File: src/rtl/bigadder_seq_pkg.sv
// -----------------------------------------------------------------------------
// bigadder_pkg
// Shared definitions for the bigadder_seq wide-add sequencer:
//   SLICE_W       - width of the shared adder slice (fixed at 16)
//   WORDS_DEFAULT - default number of slices per operand
//   state_t       - sequencer FSM states (IDLE / RUN / DONE)
// -----------------------------------------------------------------------------
package bigadder_pkg;

    localparam int SLICE_W       = 16;
    localparam int WORDS_DEFAULT = 4;

    typedef enum logic [1:0] {
        IDLE = 2'd0,
        RUN  = 2'd1,
        DONE = 2'd2
    } state_t;

endpackage

File: src/rtl/bigadder_seq_if.sv
// -----------------------------------------------------------------------------
// bigadder_seq_if
// Job / result handshake bundle for bigadder_seq.
//   in_valid/in_ready  - job handshake (a_in, b_in, c_in, op_sub)
//   out_valid/out_ready- result handshake (sum_out, c_out, ovf_out)
//   busy               - sequencer is in RUN or DONE
// Optional feature macro: BIGADDER_SEQ_SUB_EN adds the op_sub signal.
// Modports: master = requester/consumer side, slave = bigadder_seq.
// -----------------------------------------------------------------------------
interface bigadder_seq_if #(
    parameter int WORDS = bigadder_pkg::WORDS_DEFAULT
);
    import bigadder_pkg::*;

    localparam int W = SLICE_W * WORDS;

    logic         in_valid;
    logic         in_ready;
    logic [W-1:0] a_in;
    logic [W-1:0] b_in;
    logic         c_in;
`ifdef BIGADDER_SEQ_SUB_EN
    logic         op_sub;
`endif
    logic         out_valid;
    logic         out_ready;
    logic [W-1:0] sum_out;
    logic         c_out;
    logic         ovf_out;
    logic         busy;

`ifdef BIGADDER_SEQ_SUB_EN
    modport master (
        output in_valid, a_in, b_in, c_in, op_sub, out_ready,
        input  in_ready, out_valid, sum_out, c_out, ovf_out, busy
    );
    modport slave (
        input  in_valid, a_in, b_in, c_in, op_sub, out_ready,
        output in_ready, out_valid, sum_out, c_out, ovf_out, busy
    );
`else
    modport master (
        output in_valid, a_in, b_in, c_in, out_ready,
        input  in_ready, out_valid, sum_out, c_out, ovf_out, busy
    );
    modport slave (
        input  in_valid, a_in, b_in, c_in, out_ready,
        output in_ready, out_valid, sum_out, c_out, ovf_out, busy
    );
`endif

endinterface

File: src/rtl/bigadder_seq_add16_slice.sv
// -----------------------------------------------------------------------------
// add16_slice
// Combinational 16-bit adder slice shared across all slices of a wide add.
//   a, b : 16-bit addends      ci : carry in
//   s    : 16-bit sum          co : carry out
// -----------------------------------------------------------------------------
module add16_slice (
    input  logic [15:0] a,
    input  logic [15:0] b,
    input  logic        ci,
    output logic [15:0] s,
    output logic        co
);

    // Single 17-bit add; bit 16 is the slice carry-out.
    assign {co, s} = {1'b0, a} + {1'b0, b} + {16'd0, ci};

endmodule

File: src/rtl/bigadder_seq.sv
// -----------------------------------------------------------------------------
// bigadder_seq
// Adds two WORDS x 16-bit operands one 16-bit slice per clock through a
// single shared add16_slice, low slice first, carry chained via a register.
// Ports:
//   clk   - rising-edge clock
//   rst_n - synchronous active-low reset
//   bus   - bigadder_seq_if.slave (job in, result out, busy)
// Optional feature macro: BIGADDER_SEQ_SUB_EN enables A-B via op_sub.
// Latency is WORDS cycles from the accept edge to out_valid.
// -----------------------------------------------------------------------------
module bigadder_seq
    import bigadder_pkg::*;
#(
    parameter int WORDS = WORDS_DEFAULT
) (
    input  logic           clk,
    input  logic           rst_n,
    bigadder_seq_if.slave  bus
);

    localparam int W     = SLICE_W * WORDS;
    localparam int IDX_W = $clog2(WORDS);
    localparam logic [IDX_W-1:0] LAST_IDX = IDX_W'(WORDS - 1);

    state_t             state_q, state_d;
    logic [W-1:0]       a_q, a_d;
    logic [W-1:0]       b_q, b_d;       // holds B_eff (already inverted for subtract)
    logic [W-1:0]       sum_q, sum_d;
    logic               cy_q, cy_d;
    logic [IDX_W-1:0]   idx_q, idx_d;
    logic               co_q, co_d;
    logic               ovf_q, ovf_d;

    logic               accept_s;
    logic               last_s;
    logic [IDX_W+3:0]   base_s;
    logic [W-1:0]       b_load_s;
    logic               cy_load_s;
    logic [15:0]        slice_sum_s;
    logic               slice_co_s;
    logic               in_ready_s;
    logic               out_valid_s;
    logic               busy_s;

    assign accept_s = bus.in_valid && (state_q == IDLE);
    assign last_s   = (idx_q == LAST_IDX);
    // Slice width is 16, so the bit offset of slice k is k followed by four zeros.
    assign base_s   = {idx_q, 4'd0};

    add16_slice u_slice (
        .a  (a_q[base_s +: SLICE_W]),
        .b  (b_q[base_s +: SLICE_W]),
        .ci (cy_q),
        .s  (slice_sum_s),
        .co (slice_co_s)
    );

    // Operand/carry values captured on accept; subtract folds into ~B with carry 1.
    always_comb begin
        b_load_s  = bus.b_in;
        cy_load_s = bus.c_in;
`ifdef BIGADDER_SEQ_SUB_EN
        if (bus.op_sub) begin
            b_load_s  = ~bus.b_in;
            cy_load_s = 1'b1;
        end else begin
            b_load_s  = bus.b_in;
            cy_load_s = bus.c_in;
        end
`endif
    end

    // FSM state register.
    always_ff @(posedge clk) begin
        if (!rst_n) begin
            state_q <= IDLE;
        end else begin
            state_q <= state_d;
        end
    end

    // FSM next-state logic.
    always_comb begin
        state_d = state_q;
        case (state_q)
            IDLE: begin
                if (accept_s) state_d = RUN;
                else          state_d = IDLE;
            end
            RUN: begin
                if (last_s) state_d = DONE;
                else        state_d = RUN;
            end
            DONE: begin
                if (bus.out_ready) state_d = IDLE;
                else               state_d = DONE;
            end
            default: state_d = IDLE;
        endcase
    end

    // FSM outputs, decoded from the state register only.
    always_comb begin
        in_ready_s  = 1'b0;
        out_valid_s = 1'b0;
        busy_s      = 1'b0;
        case (state_q)
            IDLE:    in_ready_s  = 1'b1;
            RUN:     busy_s      = 1'b1;
            DONE: begin
                out_valid_s = 1'b1;
                busy_s      = 1'b1;
            end
            default: in_ready_s  = 1'b0;
        endcase
    end

    // Datapath next-state: load on accept, one slice per RUN cycle.
    always_comb begin
        a_d   = a_q;
        b_d   = b_q;
        sum_d = sum_q;
        cy_d  = cy_q;
        idx_d = idx_q;
        co_d  = co_q;
        ovf_d = ovf_q;
        case (state_q)
            IDLE: begin
                if (accept_s) begin
                    a_d   = bus.a_in;
                    b_d   = b_load_s;
                    cy_d  = cy_load_s;
                    idx_d = '0;
                end else begin
                    idx_d = idx_q;
                end
            end
            RUN: begin
                sum_d[base_s +: SLICE_W] = slice_sum_s;
                cy_d  = slice_co_s;
                idx_d = idx_q + 1'b1;
                if (last_s) begin
                    co_d  = slice_co_s;
                    // Top bit of the full sum is the MSB of the final slice.
                    ovf_d = (a_q[W-1] == b_q[W-1]) && (slice_sum_s[SLICE_W-1] != a_q[W-1]);
                end else begin
                    co_d  = co_q;
                end
            end
            default: begin
                idx_d = idx_q;
            end
        endcase
    end

    // Datapath registers.
    always_ff @(posedge clk) begin
        if (!rst_n) begin
            a_q   <= '0;
            b_q   <= '0;
            sum_q <= '0;
            cy_q  <= 1'b0;
            idx_q <= '0;
            co_q  <= 1'b0;
            ovf_q <= 1'b0;
        end else begin
            a_q   <= a_d;
            b_q   <= b_d;
            sum_q <= sum_d;
            cy_q  <= cy_d;
            idx_q <= idx_d;
            co_q  <= co_d;
            ovf_q <= ovf_d;
        end
    end

    assign bus.in_ready  = in_ready_s;
    assign bus.out_valid = out_valid_s;
    assign bus.busy      = busy_s;
    assign bus.sum_out   = sum_q;
    assign bus.c_out     = co_q;
    assign bus.ovf_out   = ovf_q;

endmodule

File: src/flat_wrapper.sv
// flat-port wrapper written by rule: the top's interface ports become plain ports
module bigadder_seq_flat import bigadder_pkg::*;
#(
    parameter int WORDS = WORDS_DEFAULT
)
  (clk, rst_n, bus_in_valid, bus_a_in, bus_b_in, bus_c_in, bus_out_ready, bus_in_ready, bus_out_valid, bus_sum_out, bus_c_out, bus_ovf_out, bus_busy);
  bigadder_seq_if #(.WORDS(WORDS)) bus_i ();
  input  logic clk;
  input  logic rst_n;
  input wire logic [$bits(bus_i.in_valid)-1:0] bus_in_valid;
  input wire logic [$bits(bus_i.a_in)-1:0] bus_a_in;
  input wire logic [$bits(bus_i.b_in)-1:0] bus_b_in;
  input wire logic [$bits(bus_i.c_in)-1:0] bus_c_in;
  input wire logic [$bits(bus_i.out_ready)-1:0] bus_out_ready;
  output wire logic [$bits(bus_i.in_ready)-1:0] bus_in_ready;
  output wire logic [$bits(bus_i.out_valid)-1:0] bus_out_valid;
  output wire logic [$bits(bus_i.sum_out)-1:0] bus_sum_out;
  output wire logic [$bits(bus_i.c_out)-1:0] bus_c_out;
  output wire logic [$bits(bus_i.ovf_out)-1:0] bus_ovf_out;
  output wire logic [$bits(bus_i.busy)-1:0] bus_busy;
  assign bus_i.in_valid = bus_in_valid;
  assign bus_i.a_in = bus_a_in;
  assign bus_i.b_in = bus_b_in;
  assign bus_i.c_in = bus_c_in;
  assign bus_i.out_ready = bus_out_ready;
  assign bus_in_ready = bus_i.in_ready;
  assign bus_out_valid = bus_i.out_valid;
  assign bus_sum_out = bus_i.sum_out;
  assign bus_c_out = bus_i.c_out;
  assign bus_ovf_out = bus_i.ovf_out;
  assign bus_busy = bus_i.busy;
  bigadder_seq #(.WORDS(WORDS)) u_core (.clk(clk), .rst_n(rst_n), .bus(bus_i));
endmodule
File: config.mk
export PLATFORM = sky130hd
export DESIGN_NAME = bigadder_seq_flat
export DESIGN_NICKNAME = d
export VERILOG_FILES = /design/src/rtl/bigadder_seq_pkg.sv /design/src/rtl/bigadder_seq_if.sv /design/src/rtl/bigadder_seq_add16_slice.sv /design/src/rtl/bigadder_seq.sv /design/src/flat_wrapper.sv
export SDC_FILE = /design/constraint.sdc
export NUM_CORES = 1
export LEC_CHECK = 0
export ABC_AREA = 1
export CELL_PAD_IN_SITES_DETAIL_PLACEMENT = 2
export CELL_PAD_IN_SITES_GLOBAL_PLACEMENT = 2
export CORE_UTILIZATION = 30
export DETAILED_ROUTE_END_ITERATION = 16
export PLACE_DENSITY = 0.95
export SYNTH_ARGS = -nofsm -noshare
export SYNTH_HDL_FRONTEND = slang
export SYNTH_SLANG_ARGS = --single-unit
File: constraint.sdc
create_clock -name clk -period 8.1 [get_ports clk]
set_clock_uncertainty 0.2 [all_clocks]
set_input_delay 1.62 -clock clk [delete_from_list [all_inputs] [get_ports clk]]
set_output_delay 1.62 -clock clk [all_outputs]
set_load 0.005 [all_outputs]
Yosys cells after proc, flatten, opt, wreduce, memory -nomap -nowiden. Index checks and enable logic that the tools add are counted.

Bitwise gates (word level): 0. Magnitude comparators: 0. Reduce and logical (&&, ||, !) cells: 8. Div/mod/pow operators: 0. Shift-type cells: 4. Multipliers: 0. Add/subtract/negate cells: 4. Mux-type cells: 12. Eq/ne operators: 6.

Operators by type and width (number): $shiftx A64 B7 Y16 (2); $bwmux W64 (1); $shift A16 B8 Y64 const A (1); $shiftx A16 B8 Y64 (1); $add A16 B16 Y17 (1); $add A17 B1 Y17 (1); $neg A6 Y8 (1); $mux W2 (3); $pmux W2 S3 (1); $reduce_and A2 Y1 (3); $mux W1 (5); $eq A2 B2 Y1 const B (2); $pmux W2 S2 (1); $add A2 B1 Y2 const B (1); $eq A2 B1 Y1 const B (1); $logic_and A1 B1 Y1 (2); $logic_not A2 Y1 (1); $ne A2 B1 Y1 const B (1); $pmux W1 S2 (1); $reduce_bool A2 Y1 (1); $reduce_or A2 Y1 (1); $eq A1 B1 Y1 (1); $ne A1 B1 Y1 (1).

Memory bits (writable): 0. Output and inout port bits: 69. Memories: 0. Flip-flop bits (word level): 199. Latch bits: 0. Input port bits: 133. Memory bits (read-only): 0. Word-level logic and storage cells: 42.

Longest topological paths before layout. Gate-level depths: netlist of the first run.

Word-level depth: 5. Mapped depth: 18. Depth with buffers taken out: 15.

Cells and area by module. A second synthesis of the first run with hierarchy kept.

Cell total of the unflattened synthesis: 1371. Area, all modules: 9386.5 um^2.

By module, submodules not included: bigadder_seq (instances 1, sequential area each 3983.8 um^2, cells each 1187, area each 8400.6 um^2); add16_slice (instances 1, sequential area each 0.0 um^2, cells each 184, area each 985.9 um^2).

Least setup slack after synthesis of the first run. No wires, ideal clock.

Kind: reg-to-reg. Start: reg u_core.idx_q[0]. End: reg u_core.sum_q[54], in the netlist u_core.bus.sum_out[54]. Arrival time: 2841 ps. Stages on the path, launching flop included: 18. Required time: 7833 ps. Setup time: 67 ps. Path buffers: 3. Path slack: 4992 ps. Clock period less this slack: 3108 ps. Cells stage by stage: dfxtp_1 buf_2 inv_1 buf_2 clkbuf_1 o21ai_0 o22ai_1 fa_1 fa_1 nand3_1 nand2_2 nand2_1 nand2_2 xor2_1 nand2_1 nor2_2 nand2_1 a21oi_2.

Longest elaborated chain between the ends: 5. Elaborated cells between the ends (all ways): 8. Those cells by class: add/sub (3); shift (4); mux (1).

Ends and longest elaborated chain: from (decl) (RTL line bigadder_seq.sv:31) `logic [IDX_W-1:0] idx_q, idx_d;`; from (signal assigned) (RTL line bigadder_seq.sv:172) `idx_q <= idx_d;`; $shiftx A64 B7 Y16 (on tied branches) (RTL line bigadder_seq.sv:52, bigadder_seq.sv:53); $add A16 B16 Y17 (RTL line bigadder_seq_add16_slice.sv:16) `assign {co, s} = {1'b0, a} + {1'b0, b} + {16'd0, ci};`; $add A17 B1 Y17 (RTL line bigadder_seq_add16_slice.sv:16); $shiftx A16 B8 Y64 (RTL line bigadder_seq.sv:140) `sum_d[base_s +: SLICE_W] = slice_sum_s;`; $bwmux W64 * (RTL line bigadder_seq.sv:140); to (signal assigned) (RTL line bigadder_seq.sv:170) `sum_q <= sum_d;`; to (decl) (RTL line bigadder_seq.sv:29) `logic [W-1:0] sum_q, sum_d;`.

Every way passes the cells marked *; elsewhere a longest branch is shown, timed or not. A chain may end at the register's enable or synchronous reset.

Final worst setup path of the first run.
Start: in bus_in_valid. End: reg u_core.a_q[21].

Longest elaborated chain between the ends: 2.

Ends and longest elaborated chain: from (decl) (RTL line flat_wrapper.sv:10) `input wire logic [$bits(bus_i.in_valid)-1:0] bus_in_valid;`; $logic_and A1 B1 Y1 (RTL line bigadder_seq.sv:46) `assign accept_s = bus.in_valid && (state_q == IDLE);`; $reduce_and A2 Y1 (no line); to (signal assigned) (RTL line bigadder_seq.sv:160) `a_q <= '0;`; to (signal assigned) (RTL line bigadder_seq.sv:168) `a_q <= a_d;`; to (decl) (RTL line bigadder_seq.sv:27) `logic [W-1:0] a_q, a_d;`.

Every way passes these cells.

==> run_results.csv, run 1 <==
group,metric,value,unit
critical_path,cp_top_family,"buffers and inverters",
critical_path,worstPathMaxFanout,132,
synth,syn-num-nets,1430,
clocking,postCtsHoldBufs,0,
layout,diodes,0,
floorplan,fp.dieH,174.7,um
placement,port_buffers,201,
pwr,p_sw,1004,uW
synth,synth_warnings,0,
synth,avgSynthCellArea,7.042,um^2
clocking,clk_latency,0.45,ns
critical_path,path_buf_inv,3,
detailed_routing,wl_per_cell,21.91,um
critical_path,rr_worst_depth,15,
synth,syn_area,0.008944,mm^2
global_routing,grt_overflow,0,
pwr,p_total,2767,uW
floorplan,boundaryPins,202,
clocking,cts_resized,0,
sta,max-slew-margin-rel,13.82,%
critical_path,startpoint_type,"input port",
placement,gp_congestion,0.8217,
synth,ys_ff_latch,199,
pwr,seq_power_share,39.2,%
global_routing,antenna_found_initial,0,
critical_path,cp_cell_sequence,"clkdlybuf4s50_1, nand2_4, inv_4, buf_4, nor2_1, nor2_1",
placement,post-dp-hpwl,26.25,mm
layout,fin_cells,1812,
critical_path,path_common_cell,"nor2_1",
sta,finalCritPeriodShare,58.70,%
pwr,pwr-share-comb,25.8,%
sta,maxSlewViolCount,0,
pwr,switching_share,36.30,%
detailed_routing,drtPass1Iterations,5,
critical_path,slowest_stage,"inv_4",
placement,dp_cells,1780,
detailed_routing,drcViolationCount,0,
critical_path,r2r_setup_slack,4.06,ns
synth,async_flop_share,0,%
pwr,ir_worst_vdd,0.0001713,V
synth,ys.flop_type,"dfxtp_1",
synth,synth.top_cell.area_share,44.54,%
floorplan,fp.dieW,174.7,um
detailed_routing,vias,9630,
pwr,p_per_area,233.9,mW/mm^2
run,cap_violations,0,
synth,ys_types,31,
worst_hold_path,hp-start,"u_core.bus.sum_out[61]$_SDFFE_PN0P_",
detailed_routing,ant_nets,0,
floorplan,dieArea,0.03051,mm^2
clocking,post_cts_buffers,0,
worst_hold_path,hold_end,"u_core.bus.sum_out[61]$_SDFFE_PN0P_",
layout,area.sequential,0.003985,mm^2
clocking,cts_max_path_buffers,2,
clocking,htree_levels,4,
critical_path,cp_data_arrival_time,4.91,ns
global_routing,grt_pass1_wl,61.37,mm
clocking,ctsRootBufferMaster,"clkbuf_16",
critical_path,r2r-end,"u_core.bus.sum_out[54]$_SDFFE_PN0P_",
sta,tightest_slew,1.288,ns
synth,syn_inst,1270,
layout,nFillCells,3316,
pwr,intPower,1763,uW
synth,synth_top_cell_by_area,"dfxtp_1",
critical_path,cp_slowest_stage_delay,0.92,ns
layout,fin_nets,1575,
status,status,"completed",
worst_hold_path,hold-path-cell-count,2,
global_routing,grt_max_degree,133,
sta,grt_setup_unrepaired,"no",
clocking,cts_sinks,199,
critical_path,crit_required,8.26,ns
synth,synth_edf_count,0,
pwr,leakagePower,0.004673,uW
critical_path,rr_startpoint,"u_core.idx_q[0]$_SDFFE_PN0P_",
global_routing,grtUsageTotal,26.12,%
critical_path,crit_type,"input port to flip-flop",
layout,multi_input_area,0.004420,mm^2
layout,syn_to_final_growth,32.26,%
clocking,cts_buffers,17,
floorplan,row_count,62,
global_routing,grt_pass1_vias,10710,
sta,setup_tns,0,ns
layout,drive_above_1_share,4.902,%
floorplan,core_area,0.02901,mm^2
synth,yosysSeqAreaShare,44.54,%
sta,setup_viol,0,
detailed_routing,viasPerCell,5.315,
detailed_routing,finalWirelength,39.70,mm
floorplan,start_util,30.83,%
clocking,clkTransAtPathRegs,0.09,ns
worst_hold_path,hp-class,"flip-flop to flip-flop",
sta,hold_violations,0,
sta,period_minus_slack,4.755,ns
critical_path,cp-end-kind,"flip-flop",
synth,synth.area.top_cells,"dfxtp_1 (45%), nor2_1 (14%), o21ai_0 (11%), nand2_1 (7.7%), a21oi_1 (4.1%)",
pwr,clock_power_share,35.0,%
clocking,cts_tree,"done",
detailed_routing,drt-initial-drc-count,637,
sta,fmax,210.3,MHz
sta,hold_ws,0.2742,ns
-- power by group through the flow --
stage | Clock, uW | Sequential [uW] | Combinational, uW
final | 969 | 1080 | 715
after global routing | 1010 | 1090 | 774
after CTS | 979 | 1080 | 711
after detailed placement | 0 | 1100 | 679
after global placement | 0 | 1090 | 632
after floorplan | 0 | 1090 | 406
-- worst max path at each step --
stage | start | endpoint | slack [ns] | cells after the start
2_1_floorplan | u_core.idx_q[0]$_SDFFE_PN0P_ | u_core.bus.sum_out[54]$_SDFFE_PN0P_ | 4.99 | 17
3_3_place_gp | bus_in_valid | u_core.b_q[19]$_SDFFE_PN0P_ | 3.33 | 6
3_5_place_dp | bus_in_valid | u_core.b_q[48]$_SDFFE_PN0P_ | 3.09 | 6
4_1_cts | bus_in_valid | u_core.a_q[21]$_SDFFE_PN0P_ | 3.48 | 6
5_1_grt | bus_in_valid | u_core.a_q[21]$_SDFFE_PN0P_ | 3.15 | 6
6_report | bus_in_valid | u_core.a_q[21]$_SDFFE_PN0P_ | 3.35 | 6
-- registers in the layout, summed over array words and instances (netlist names) --
name and count:
u_core.bus.c_out 1, u_core.state_q 2, u_core.idx_q 2, u_core.b_q 64
u_core.cy_q 1, u_core.a_q 64, u_core.bus.ovf_out 1, u_core.bus.sum_out 64
-- synthesized netlist by cell type, types with 4 or more instances --
cell        n
nand3_1    29
nor2_1    342
dfxtp_1   199
clkbuf_1   61
buf_4       4
buf_1       5
o22ai_1    32
nand2_2     8
buf_2      14
ha_1       25
nand4_1    16
xor2_1      4
a22oi_1     4
nor2_2      5
o21ai_0   195
inv_1      51
nand2_1   183
a21oi_1    74
-- layout by cell type, fill, tap and decap left out, drive strengths merged, types with 2 or more instances in the layout --
| cell | n |
|---|---|
| nor2 | 347 |
| clkdlybuf4s50 | 200 |
| dfxtp | 199 |
| o21ai | 195 |
| nand2 | 192 |
| a21oi | 76 |
| inv | 60 |
| o22ai | 32 |
| nand3 | 29 |
| ha | 25 |
| clkbuf | 17 |
| nand4 | 16 |
| buf | 10 |
| clkinv | 6 |
| xor2 | 6 |
| a22oi | 4 |
| nor3 | 4 |
| fa | 2 |
| bufinv | 2 |
-- stage by stage --
step	setup slack, ns	cell area (um^2)	util [%]
after floorplan	4.992	8944	-
after global placement	3.333	11160	38.47
after detailed placement	3.094	11160	38.47
after CTS	3.485	11830	40.77
after global routing	3.150	11830	40.77
final	3.345	11830	40.77
-- worst register-to-register path, cell delays in order, from the launching register on --
cell and delay [ns]:
dfxtp_2 0.34, inv_2 0.27, buf_4 0.67, o21ai_0 0.25, o22ai_1 0.36, fa_1 0.30, fa_1 0.25, nand3_1 0.13
nand2_2 0.12, nand2_1 0.07, nand2_2 0.11, xor2_1 0.40, nand2_1 0.13, nor2_2 0.14, nand2_1 0.09, a21oi_2 0.16
-- cells by family (layout without fill, tap and decap cells) --
group | count (synthesis) | count (layout) | share of synthesized area [%]
fa+ha+maj | 27 | 27 | 3.945
buf+inv | 137 | 295 | 6.114
compound gates | 310 | 310 | 18.09
xor+xnor | 7 | 7 | 0.8533
simple gates | 590 | 590 | 26.46
flops | 199 | 199 | 44.54
-- cell type report --
type / instances / share of cell area [%]
clock buffer: 17 / 3.596
multi-input combinational: 934 / 37.37
sequential: 199 / 33.69
clock inverter: 15 / 2.041
tap: 384 / 4.062
inverter: 53 / 1.703
timing repair buffer: 210 / 17.54
-- routing by layer --
layer  part of all wire [%]  GRT usage [%]  up-vias
met4                    3.9          12.14        0
met5                      0              0        -
li1                       -              -     4436
met3                    3.8          3.742       81
met2                     51          46.69      313
met1                     41          30.64     4800
Power figures use the tool's default switching activity.
==> run 2, diff against run 1 <==
- CORE_UTILIZATION: 30 -> 25
- PLACE_DENSITY: 0.95 -> 0.87
- clock period: 8.1 -> 4.1 ns (I/O delays scaled with it)
==> run_results.csv, run 2 (synthesized netlist as in run 1, its figures left out) <==
group,metric,value,unit
status,status,"completed",
sta,period_minus_slack,3.514,ns
clocking,cts_resized,0,
placement,dpl_cell_area,0.01133,mm^2
layout,fin_area,0.01187,mm^2
sta,finalCritPeriodShare,85.71,%
layout,fin_cells,1885,
floorplan,boundaryPins,202,
clocking,ctsRootBufferMaster,"clkbuf_16",
critical_path,cp-end-kind,"flip-flop",
sta,fin_ws,0.5858,ns
detailed_routing,finalWirelength,35.18,mm
global_routing,grt_max_degree,132,
layout,fin_nets,1578,
sta,max-slew-margin-rel,34.79,%
detailed_routing,drt-initial-drc-count,503,
clocking,cts_buffers,17,
detailed_routing,drcViolationCount,0,
sta,tightest_slew,0.9709,ns
global_routing,grtUsageTotal,19.73,%
detailed_routing,ant_nets,0,
layout,final_cell_mix,"nor2_1 (342), clkdlybuf4s50_1 (200), dfxtp_1 (198)",
clocking,clkTransAtPathRegs,0.08,ns
layout,final_common_cell,"nor2_1",
detailed_routing,viasPerCell,4.882,
clocking,clk_latency,0.45,ns
sta,setup_tns,0,ns
placement,port_buffers,201,
layout,drive_above_1_share,4.965,%
sta,grt_setup_unrepaired,"no",
global_routing,grt_pass1_vias,9993,
floorplan,fp.dieH,191.1,um
global_routing,met3_usage,3.341,%
global_routing,grtUsageMet2,34.04,%
placement,gp_congestion,0.8316,
clocking,cts_sinks,199,
critical_path,cp_data_arrival_time,3.61,ns
global_routing,grtUsageMet1,24.65,%
floorplan,dieArea,0.03653,mm^2
pwr,leakagePower,0.004646,uW
sta,fmax,284.6,MHz
sta,setup_viol,0,
floorplan,start_util,25.64,%
layout,syn_to_final_growth,32.69,%
detailed_routing,drtPass1Iterations,5,
critical_path,startpoint_type,"flip-flop",
global_routing,grt_pass1_wl,55.33,mm
floorplan,core_area,0.03488,mm^2
clocking,cts_max_path_buffers,2,
placement,dp_cells,1854,
worst_hold_path,hp-class,"flip-flop to flip-flop",
layout,diodes,0,
layout,nFillCells,4061,
placement,dp_slack,0.6946,ns
placement,post-dp-hpwl,25.81,mm
detailed_routing,wl_per_cell,18.66,um
sta,hold_violations,0,
clocking,cts_tree,"done",
critical_path,worstPathMaxFanout,36,
floorplan,fp.dieW,191.1,um
global_routing,antenna_found_initial,0,
global_routing,busiest_layer,"met2",
critical_path,crit_required,4.19,ns
critical_path,crit_type,"flip-flop to flip-flop",
floorplan,row_count,68,
pwr,ir_worst_vdd,0.0003183,V
sta,maxSlewViolCount,0,
clocking,postCtsHoldBufs,0,
global_routing,grt_overflow,0,
run,cap_violations,0,
clocking,htree_levels,4,
pwr,p_per_area,432.8,mW/mm^2
detailed_routing,vias,9203,
clocking,post_cts_buffers,0,
[run 2: layer usage]
metal,wire (um),share of wire (%),up-vias
met4,917,2.6,0
li1,-,-,4435
met5,0,0,-
met2,17030,48,251
met1,15690,45,4465
met3,1540,4.4,52
[run 2: final timing paths]
check | start | end | slack, ns | depth (start not counted)
setup / recovery | u_core.idx_q[0]$_SDFFE_PN0P_ | u_core.bus.sum_out[53]$_SDFFE_PN0P_ | 0.59 | 13
hold / removal | u_core.bus.sum_out[32]$_SDFFE_PN0P_ | u_core.bus.sum_out[32]$_SDFFE_PN0P_ | 0.27 | 2
setup reg to reg | u_core.idx_q[0]$_SDFFE_PN0P_ | u_core.bus.sum_out[53]$_SDFFE_PN0P_ | 0.59 | 13
hold reg to reg | u_core.bus.sum_out[32]$_SDFFE_PN0P_ | u_core.bus.sum_out[32]$_SDFFE_PN0P_ | 0.27 | 2
[run 2: worst max-delay path, cell delays in order, from the launching register on]
cell and delay [ns]:
dfxtp_2 0.35, inv_2 0.45, buf_12 0.26, o21ai_0 0.12, o22ai_1 0.34, ha_1 0.37
a21oi_1 0.18, nand2_1 0.12, nand2_1 0.08, nand2_1 0.10, xnor2_1 0.43, nor2_1 0.15
nand3_1 0.12, a21oi_1 0.08
[run 2: power by group]
part	internal, uW	switching [uW]
Combinational	468	888
Clock	796	848
Sequential	2060	77.1
Total	3320	1810
[run 2: through the flow]
| step | utilization [%] | hold slack [ns] | total power (uW) |
|---|---|---|---|
| 6_report | 34.02 | 0.2687 | 5136 |
| 2_1_floorplan | - | 0.2495 | 2954 |
| 3_5_place_dp | 32.47 | 0.2579 | 3524 |
| 5_1_grt | 34.02 | 0.2879 | 5398 |
| 3_3_place_gp | 32.47 | 0.2531 | 3450 |
| 4_1_cts | 34.02 | 0.2702 | 5182 |
[run 2: final cells by class]
class / instances / area (um^2) / share of cell area [%]
multi-input combinational: 934 / 4420 / 37.25
sequential: 199 / 3985 / 33.58
clock buffer: 18 / 429.2 / 3.616
clock inverter: 13 / 112.6 / 0.9489
timing repair buffer: 213 / 2150 / 18.11
inverter: 53 / 201.4 / 1.697
tap: 455 / 569.3 / 4.797
==> run 3, diff against run 2 <==
- CAP_MARGIN: not set -> 30
- SLEW_MARGIN: not set -> 20
==> results of run 3 <==
No change in the layout: final DEF, timing and power equal those of run 2.
